===== src/rtl/layer_sr_pkg.sv =====
// Shared types and elaboration-time helpers for the convolution window controller.
package layer_sr_pkg;

   // Frame sequencing states.
   typedef enum logic [1:0] {
      IDLE  = 2'd0,
      RUN   = 2'd1,
      DRAIN = 2'd2,
      DONE  = 2'd3
   } state_t;

   // True when the window fits inside the image.
   function automatic bit geometry_ok(input int img_w, input int img_h,
                                      input int win_w, input int win_h);
      return (win_w >= 1) && (win_h >= 1) && (win_w <= img_w) && (win_h <= img_h);
   endfunction

endpackage


===== src/rtl/raster_counter.sv =====
// Raster position counter: column runs fastest, row advances on column wrap,
// both wrap to zero after the last pixel of the frame.
module raster_counter #(
   parameter int WIDTH  = 28,
   parameter int HEIGHT = 28,
   parameter int CW     = $clog2(WIDTH),
   parameter int RW     = $clog2(HEIGHT)
) (
   input  logic          clk,
   input  logic          rst_n,
   input  logic          clr,
   input  logic          inc,
   output logic [CW-1:0] col,
   output logic [RW-1:0] row,
   output logic          last
);

   localparam logic [CW-1:0] COL_MAX = CW'(WIDTH - 1);
   localparam logic [RW-1:0] ROW_MAX = RW'(HEIGHT - 1);

   assign last = (col == COL_MAX) && (row == ROW_MAX);

   // Advance position on each increment; clear takes priority.
   always_ff @(posedge clk or negedge rst_n) begin
      if (!rst_n) begin
         col <= '0;
         row <= '0;
      end else if (clr) begin
         col <= '0;
         row <= '0;
      end else if (inc) begin
         if (col == COL_MAX) begin
            col <= '0;
            if (row == ROW_MAX) begin
               row <= '0;
            end else begin
               row <= row + 1'b1;
            end
         end else begin
            col <= col + 1'b1;
         end
      end
   end

endmodule


===== src/rtl/layer_sr_ctrl.sv =====
// Sequencing controller for the window shift-register chain: gates each
// shift on the pixel handshake, tracks raster position and flags cycles in
// which the parallel window holds a complete, in-bounds patch.
module layer_sr_ctrl
   import layer_sr_pkg::*;
#(
   parameter int IMG_WIDTH  = 28,
   parameter int IMG_HEIGHT = 28,
   parameter int WIN_W      = 3,
   parameter int WIN_H      = 3
) (
   input  logic                          clk,
   input  logic                          rst_n,
   input  logic                          start,
   input  logic [7:0]                    pixel_in,
   input  logic                          in_valid,
   output logic                          in_ready,
   output logic [7:0]                    sr_shift_in,
   output logic                          sr_shift_en,
   output logic                          window_valid,
   input  logic                          out_ready,
   output logic [$clog2(IMG_HEIGHT)-1:0] win_row,
   output logic [$clog2(IMG_WIDTH)-1:0]  win_col,
   output logic                          busy,
   output logic                          frame_done
);

   localparam int RW = $clog2(IMG_HEIGHT);
   localparam int CW = $clog2(IMG_WIDTH);

   // An impossible geometry never accepts pixels, so the frame simply stalls.
   localparam bit GEOM_OK = geometry_ok(IMG_WIDTH, IMG_HEIGHT, WIN_W, WIN_H);

   localparam logic [RW-1:0] ROW_FIRST = RW'(WIN_H - 1);
   localparam logic [CW-1:0] COL_FIRST = CW'(WIN_W - 1);

   state_t        state;
   logic [CW-1:0] col;
   logic [RW-1:0] row;
   logic          last_pixel;
   logic          accept;
   logic          count_clr;
   logic          in_bounds;

   // A held window blocks new pixels unless it is being consumed this cycle.
   assign in_ready    = GEOM_OK && (state == RUN) && (!window_valid || out_ready);
   assign accept      = in_valid && in_ready;
   assign sr_shift_en = accept;
   assign sr_shift_in = pixel_in;
   assign count_clr   = (state == IDLE);
   assign in_bounds   = (row >= ROW_FIRST) && (col >= COL_FIRST);

   raster_counter #(
      .WIDTH  (IMG_WIDTH),
      .HEIGHT (IMG_HEIGHT),
      .CW     (CW),
      .RW     (RW)
   ) u_raster (
      .clk   (clk),
      .rst_n (rst_n),
      .clr   (count_clr),
      .inc   (accept),
      .col   (col),
      .row   (row),
      .last  (last_pixel)
   );

   // Frame FSM with registered window flag, coordinates and status outputs.
   always_ff @(posedge clk or negedge rst_n) begin
      if (!rst_n) begin
         state        <= IDLE;
         window_valid <= 1'b0;
         win_row      <= '0;
         win_col      <= '0;
         busy         <= 1'b0;
         frame_done   <= 1'b0;
      end else begin
         frame_done <= 1'b0;
         case (state)
            IDLE: begin
               if (start) begin
                  state <= RUN;
                  busy  <= 1'b1;
               end
            end
            RUN: begin
               if (accept) begin
                  // The new pixel decides the window status; left-edge wrap
                  // windows fall outside the bounds and are never flagged.
                  window_valid <= in_bounds;
                  win_row      <= row;
                  win_col      <= col;
                  if (last_pixel) begin
                     state <= DRAIN;
                  end
               end else if (out_ready) begin
                  window_valid <= 1'b0;
               end
            end
            DRAIN: begin
               if (!window_valid || out_ready) begin
                  window_valid <= 1'b0;
                  state        <= DONE;
                  busy         <= 1'b0;
                  frame_done   <= 1'b1;
               end
            end
            DONE: begin
               state <= IDLE;
            end
            default: begin
               state <= IDLE;
            end
         endcase
      end
   end

endmodule


===== config.mk =====
export PLATFORM = sky130hd
export DESIGN_NAME = layer_sr_ctrl
export DESIGN_NICKNAME = d
export VERILOG_FILES = /design/src/rtl/layer_sr_pkg.sv /design/src/rtl/raster_counter.sv /design/src/rtl/layer_sr_ctrl.sv
export SDC_FILE = /design/constraint.sdc
export NUM_CORES = 1
export LEC_CHECK = 0
export CORE_AREA = 2 2 54 56
export CTS_CLUSTER_DIAMETER = 40
export DETAILED_ROUTE_END_ITERATION = 8
export DIE_AREA = 0 0 56 58
export GPL_ROUTABILITY_DRIVEN = 0
export GPL_TIMING_DRIVEN = 0
export PLACE_DENSITY = 0.79
export SYNTH_ARGS = -nofsm -noshare
export SYNTH_HDL_FRONTEND = slang
export SYNTH_HIERARCHICAL = 1
export SYNTH_SLANG_ARGS = --single-unit
export TNS_END_PERCENT = 30

===== constraint.sdc =====
create_clock -name clk -period 4.23 [get_ports clk]
set_clock_uncertainty 0.1 [all_clocks]
set_input_delay 0.846 -clock clk [delete_from_list [all_inputs] [get_ports clk]]
set_output_delay 0.846 -clock clk [all_outputs]
set_load 0.02 [all_outputs]

==> metrics.md, run 1 <==
| Metric | Value |
|---|---|
| Outcome | `complete, no violations` |
| HP Start | `win_row[1]$_DFFE_PN0P_` |
| Final nets | `167` |
| PD cells | `442.7 nW/µm²` |
| R2R Path End | `u_raster/row[3]$_DFFE_PN0P_` |
| Leading cell type in the layout, fill and taps excluded | `clkdlybuf4s50_1` |
| Initial Util | `0.4878` |
| Core area | `2663 µm²` |
| Pleak | `0.7444 nW` |
| Post-route setup TNS | `0 ps` |
| Worst R2R Setup Slack | `1790 ps` |
| Yosys cell types | `34` |
| Vias per cell | `5.447` |
| FMAX | `279.6 MHz` |
| Drt drc | `0` |
| Critical path's slowest cell | `clkdlybuf4s50_1` |
| Maxcap violations | `0` |
| Crit path buffers/inverters | `4` |
| Synth Instances | `117` |
| Post-CTS sizing | `0` |
| CTS Buffer Depth | `2` |
| Placed cells | `175` |
| WHS Path Cells | `1` |
| Final hold vios | `0` |
| Vias | `975` |
| Slew margin rel. | `0.2696` |
| Fraction of layout instances using a drive strength above 1 | `0.1959` |
| CP endpoint kind | `output pin` |
| Full die area | `3248 µm²` |
| Postcts setup bufs | `0` |
| R2r worst-path depth | `9` |
| Num CTS Buffers | `3` |
| P_sw | `254.8 µW` |
| Post-Route WL | `2.512 mm` |
| Clk_lat worst skew | `310 ps` |
| Slew @ Worst Pin | `1092 ps` |
| Io pins | `36` |
| Commonest non-fill, non-tap cells in the layout | `27 x clkdlybuf4s50_1, 25 x dfrtp_1, 11 x mux2_2` |
| Root Driver | `clkbuf_4` |
| Met1 usage | `0.2148` |
| Placement Rows | `19` |
| Vias in the first global route | `1014` |
| Tcrit/Tclk final | `0.8456` |
| Slowest stage delay, CP | `610 ps` |
| First-pass GRT wire length | `4.409 mm` |
| RSZ-0062 raised after global routing | `no` |
| H-Tree Level Count | `1` |
| Worst path required time | `3280 ps` |
| Reg-to-Reg Start | `state[1]$_DFFE_PN0P_` |
| Final Instance Count excl. Fillers | `179` |
| Clock power frac | `0.146` |
| Final Max Tran Viols | `0` |
| Hold Path Sink | `win_row[1]$_DFFE_PN0P_` |
| VDD IR max | `0.3419 mV` |
| Clock sink count | `25` |
| Register share of total power | `0.493` |
| TritonCTS clock tree | `yes` |
| CP Max Fanout | `10` |
| Global route hottest layer | `met2` |
| Initial antenna violation count | `0` |
| Synthesized area per cell | `11.10 µm²` |
| Total global routing track utilization | `0.1719` |
| Die width | `56 µm` |
| FF+latch count, synth | `25` |
| DR iter-0 viols | `11` |
| Input/output buffers | `27` |
| Hold WC Path Type | `reg -> reg` |
| DR WL/cell | `14.03 µm` |
| Antenna diode count | `0` |
| Cts hold-fix bufs | `0` |
| Pin count of the biggest net entering global routing | `26` |
| Drt pass-1 iters | `4` |
| Crit path cell chain | `clkdlybuf4s50_1, nand2b_1, nand3_1, buf_2, inv_1, clkdlybuf4s50_1` |
| M3 GR Usage | `0.02902` |
| Critical path's top delay family | `buffers and inverters` |
| Register area share after synthesis | `0.4817` |
| Final ANT Viol Nets | `0` |
| CTS clk-pin slew, worst paths | `130 ps` |
| Worst Setup Path Type | `in -> out` |
| Global route overflow | `0` |
| Cell mode on critical path | `clkdlybuf4s50_1` |
| CP arrival | `2630 ps` |
| Final Setup Violations | `0` |
| Grt met2 use | `0.2975` |
| Post-route minimum period | `3577 ps` |
| Hpwl dp | `1.872 mm` |
| Netlist Area Pre-Place | `1299 µm²` |
| Die height | `58 µm` |
| Ys Warns | `6` |
| Comb pwr share | `0.361` |
| Pint | `469.3 µW` |
| CP startpoint kind | `primary input` |
| Switching part of the total power | `0.3519` |
| Mapped Nets | `135` |
| Area Overhead vs Synth | `25.92%` |
## flip-flops by register name, indices dropped and copies added (netlist names)
register      flops
busy              1
frame_done        1
state             2
u_raster/col      5
u_raster/row      5
win_col           5
win_row           5
window_valid      1
## Yosys cell counts (all sizes together)
library cell | instances | area (µm²)
or4 | 1 | 7.510
nand4 | 1 | 6.260
a211o | 1 | 10.01
o41ai | 1 | 8.760
or4b | 1 | 10.01
nor3b | 1 | 7.510
a21oi | 7 | 38.79
nand2b | 1 | 6.260
xor2 | 1 | 8.760
nand4b | 4 | 50.05
nand2 | 5 | 18.77
nor4 | 2 | 12.51
and2 | 2 | 12.51
mux2i | 3 | 30.03
a221o | 1 | 10.01
nor2 | 6 | 22.52
buf | 10 | 70.07
or3 | 1 | 6.260
nor2b | 3 | 18.77
inv | 7 | 26.28
o311ai | 1 | 8.760
o21ai | 6 | 30.03
clkbuf | 1 | 3.750
nor3 | 1 | 5.000
a311o | 1 | 10.01
nand3 | 5 | 25.02
dfrtp | 25 | 625.6
and4b | 1 | 11.26
ha | 5 | 62.56
mux2 | 12 | 135.1
## cell families after synthesis
| group | synth area share |
|---|---|
| buffers and inverters | 0.07707 |
| AND/OR/NAND/NOR | 0.1696 |
| adder cells (fa/ha/maj) | 0.04817 |
| AO/OA/AOI/OAI | 0.08960 |
| XOR/XNOR | 0.006745 |
| flip-flops | 0.4817 |
| multiplexers | 0.1272 |
## layer usage
| metal | vias up | wire length [µm] | part of all wire |
|---|---|---|---|
| met5 | - | 0 | 0 |
| met4 | 0 | 12 | 0.0048 |
| met3 | 2 | 112 | 0.045 |
| met2 | 26 | 1272 | 0.51 |
| met1 | 473 | 1114 | 0.44 |
| li1 | 474 | - | - |
## worst max-delay path by stage
stage	to	startpoint	cells past startpoint
floorplan	u_raster/row[3]$_DFFE_PN0P_	out_ready	8
global placement	sr_shift_en	out_ready	6
detailed placement	sr_shift_en	out_ready	6
CTS	sr_shift_en	out_ready	6
global route	sr_shift_en	out_ready	6
finish	sr_shift_en	out_ready	6
## area by class of cell
cell class | count | area (µm²)
fillers | 231 | 1027
flip-flops and latches | 25 | 625.6
clock inverters | 1 | 5.005
clock buffers | 3 | 22.52
multi-input cells | 74 | 573.1
inverters | 7 | 26.28
well taps | 31 | 38.79
plain buffers | 11 | 73.82
repair buffers | 27 | 270.3
## metrics by stage
stage,util,worst slack (ps),power (mW),instance area (µm²),hold slack (ps)
after floorplan,-,1686,0.5091,1299,384.9
after global placement,0.6039,713.7,0.6137,1608,386.5
after detailed placement,0.6039,664.9,0.6242,1608,400.4
after CTS,0.6142,650.6,0.7312,1635,431.4
after global routing,0.6142,548.0,0.7736,1635,450.5
final,0.6142,653.0,0.7240,1635,424.9
## power by group through the flow
stage	Clock [mW]	Combinational, mW	Sequential [mW]
2_1_floorplan	0	0.123	0.386
5_1_grt	0.120	0.286	0.367
6_report	0.106	0.261	0.357
3_3_place_gp	0	0.256	0.358
4_1_cts	0.110	0.265	0.356
3_5_place_dp	0	0.263	0.361
## worst reg2reg max path, cell delays in order (launching register included)
cell and delay (ps):
dfrtp_1 420, inv_1 90, ha_1 250, nand3_1 180, buf_2 250, inv_1 100, buf_2 210, inv_1 120
or4b_1 530, o311ai_0 100
(Power assumes the default switching activity.)
==> run 2: changes to the inputs <==
- CORE_AREA: 2 2 54 56 -> 2 2 59 61
- DIE_AREA: 0 0 56 58 -> 0 0 61 63
- PLACE_DENSITY: 0.79 -> 0.7
- clock period: 4.23 -> 3.2 ns (I/O delays scaled with it)
==> run 2 against run 1 <==
  * Routed wire length increased by 2.8%
  * Clock power increased by 41%
  * Register-to-register slack got worse by 1000 ps
  * Sequential cell count unchanged
  * Cell count increased by 8.4%
  * Core utilization decreased by 10 points
  * Die area increased by 18%
  * Power increased by 32%
  * Worst setup slack got worse by 210 ps
==> metrics.md, run 2 (synthesis gave the netlist of run 1 again) <==
| Metric | Value |
|---|---|
| Hpwl dp | `1.878 mm` |
| CP endpoint kind | `output pin` |
| CP arrival | `2010 ps` |
| Initial antenna violation count | `0` |
| CTS clk-pin slew, worst paths | `150 ps` |
| WHS Path Cells | `1` |
| Area Overhead vs Synth | `27.55%` |
| Die width | `61 µm` |
| Total global routing track utilization | `0.1553` |
| Vias per cell | `5.149` |
| Final hold slack | `427.3 ps` |
| Worst path required time | `2460 ps` |
| Crit path cell chain | `clkdlybuf4s50_1, nand2b_1, nand3_1, buf_2, inv_1, dlymetal6s2s_1` |
| Placement Rows | `21` |
| Final Max Tran Viols | `0` |
| Root Driver | `clkbuf_4` |
| H-Tree Level Count | `1` |
| R2R Path End | `u_raster/row[3]$_DFFE_PN0P_` |
| Vias | `999` |
| Die height | `63 µm` |
| Io pins | `36` |
| Final hold vios | `0` |
| RSZ-0062 raised after global routing | `no` |
| CTS Buffer Depth | `2` |
| Num CTS Buffers | `3` |
| Pleak | `0.7563 nW` |
| Post-Route WL | `2.583 mm` |
| Hold Path Sink | `win_row[2]$_DFFE_PN0P_` |
| Slew margin rel. | `0.2571` |
| First-pass GRT wire length | `4.540 mm` |
| Tcrit/Tclk final | `0.8602` |
| Initial Util | `0.4019` |
| Final Setup Violations | `0` |
| Full die area | `3843 µm²` |
| Crit path buffers/inverters | `4` |
| Vias in the first global route | `1020` |
| R2r worst-path depth | `9` |
| Final ANT Viol Nets | `0` |
| Slowest stage delay, CP | `440 ps` |
| FMAX | `363.3 MHz` |
| DR WL/cell | `13.31 µm` |
| Drt pass-1 iters | `4` |
| Critical path's top delay family | `buffers and inverters` |
| Input/output buffers | `27` |
| TritonCTS clock tree | `yes` |
| VDD IR max | `0.3412 mV` |
| DR iter-0 viols | `55` |
| CP startpoint kind | `primary input` |
| Postcts setup bufs | `0` |
| Final nets | `167` |
| Post-route minimum period | `2753 ps` |
| Maxcap violations | `0` |
| Clock sink count | `25` |
| Core area | `3232 µm²` |
| Critical path's slowest cell | `clkdlybuf4s50_1` |
| Commonest non-fill, non-tap cells in the layout | `26 x clkdlybuf4s50_1, 25 x dfrtp_1, 11 x mux2_2` |
| Hold WC Path Type | `reg -> reg` |
| Cts hold-fix bufs | `0` |
| Worst Setup SP | `out_ready` |
| Fraction of layout instances using a drive strength above 1 | `0.1959` |
| Clk_lat worst skew | `330 ps` |
| Worst R2R Setup Slack | `750 ps` |
| HP Start | `win_row[2]$_DFFE_PN0P_` |
| Leading cell type in the layout, fill and taps excluded | `clkdlybuf4s50_1` |
| Drt drc | `0` |
| Outcome | `complete, no violations` |
| Worst Setup Path Type | `in -> out` |
| Pin count of the biggest net entering global routing | `26` |
| Antenna diode count | `0` |
| CP Max Fanout | `10` |
| Reg-to-Reg Start | `state[1]$_DFFE_PN0P_` |
| Post-route setup TNS | `0 ps` |
| Slew @ Worst Pin | `1111 ps` |
| Global route overflow | `0` |
| PD cells | `577.5 nW/µm²` |
==> run 2: power by group <==
group          switching [mW]  internal (mW)  leakage (nW)  total [mW]
clock network           0.102         0.0470        0.0177       0.149
logic                   0.155          0.183         0.435       0.338
registers              0.0802          0.390         0.303       0.470
==> run 2: final cells by class <==
cell class	instances	area, µm²
Fill cell	308	1575
Sequential cell	25	625.6
Multi-Input combinational cell	74	573.1
Timing Repair Buffer	27	272.8
Buffer	11	73.82
Tap cell	46	57.56
Inverter	7	26.28
Clock buffer	3	22.52
Clock inverter	1	5.005
==> run 2: what timing repair did <==
action                                  in CTS  in global routing
endpoints found under the setup margin       0                  1
hold endpoints to repair                     0                  0
resized for setup                            0                  1
==> run 2: stage by stage <==
| stage | power [mW] | setup slack (ps) | util | instance area (µm²) | std cells |
|---|---|---|---|---|---|
| detailed placement | 0.8196 | 98.16 | 0.5033 | 1627 | 190 |
| finish | 0.9567 | 447.3 | 0.5126 | 1657 | 194 |
| global placement | 0.8105 | 98.93 | 0.5033 | 1627 | 190 |
| global route | 1.029 | 361.8 | 0.5126 | 1657 | 194 |
| floorplan | 0.6729 | 862.2 | - | 1299 | 117 |
| CTS | 0.9675 | 82.79 | 0.5118 | 1654 | 194 |
==> run 2: routing by layer <==
layer	part of all wire	track usage
met4	0.021	0.07880
met2	0.48	0.2487
met1	0.44	0.1966
met5	0	0
met3	0.052	0.02484
==> run 2: worst max path at each step <==
stage / to / cells after the start
2_1_floorplan: u_raster/row[3]$_DFFE_PN0P_ / 8
3_3_place_gp: sr_shift_en / 6
3_5_place_dp: sr_shift_en / 6
4_1_cts: sr_shift_en / 6
5_1_grt: sr_shift_en / 6
6_report: sr_shift_en / 6
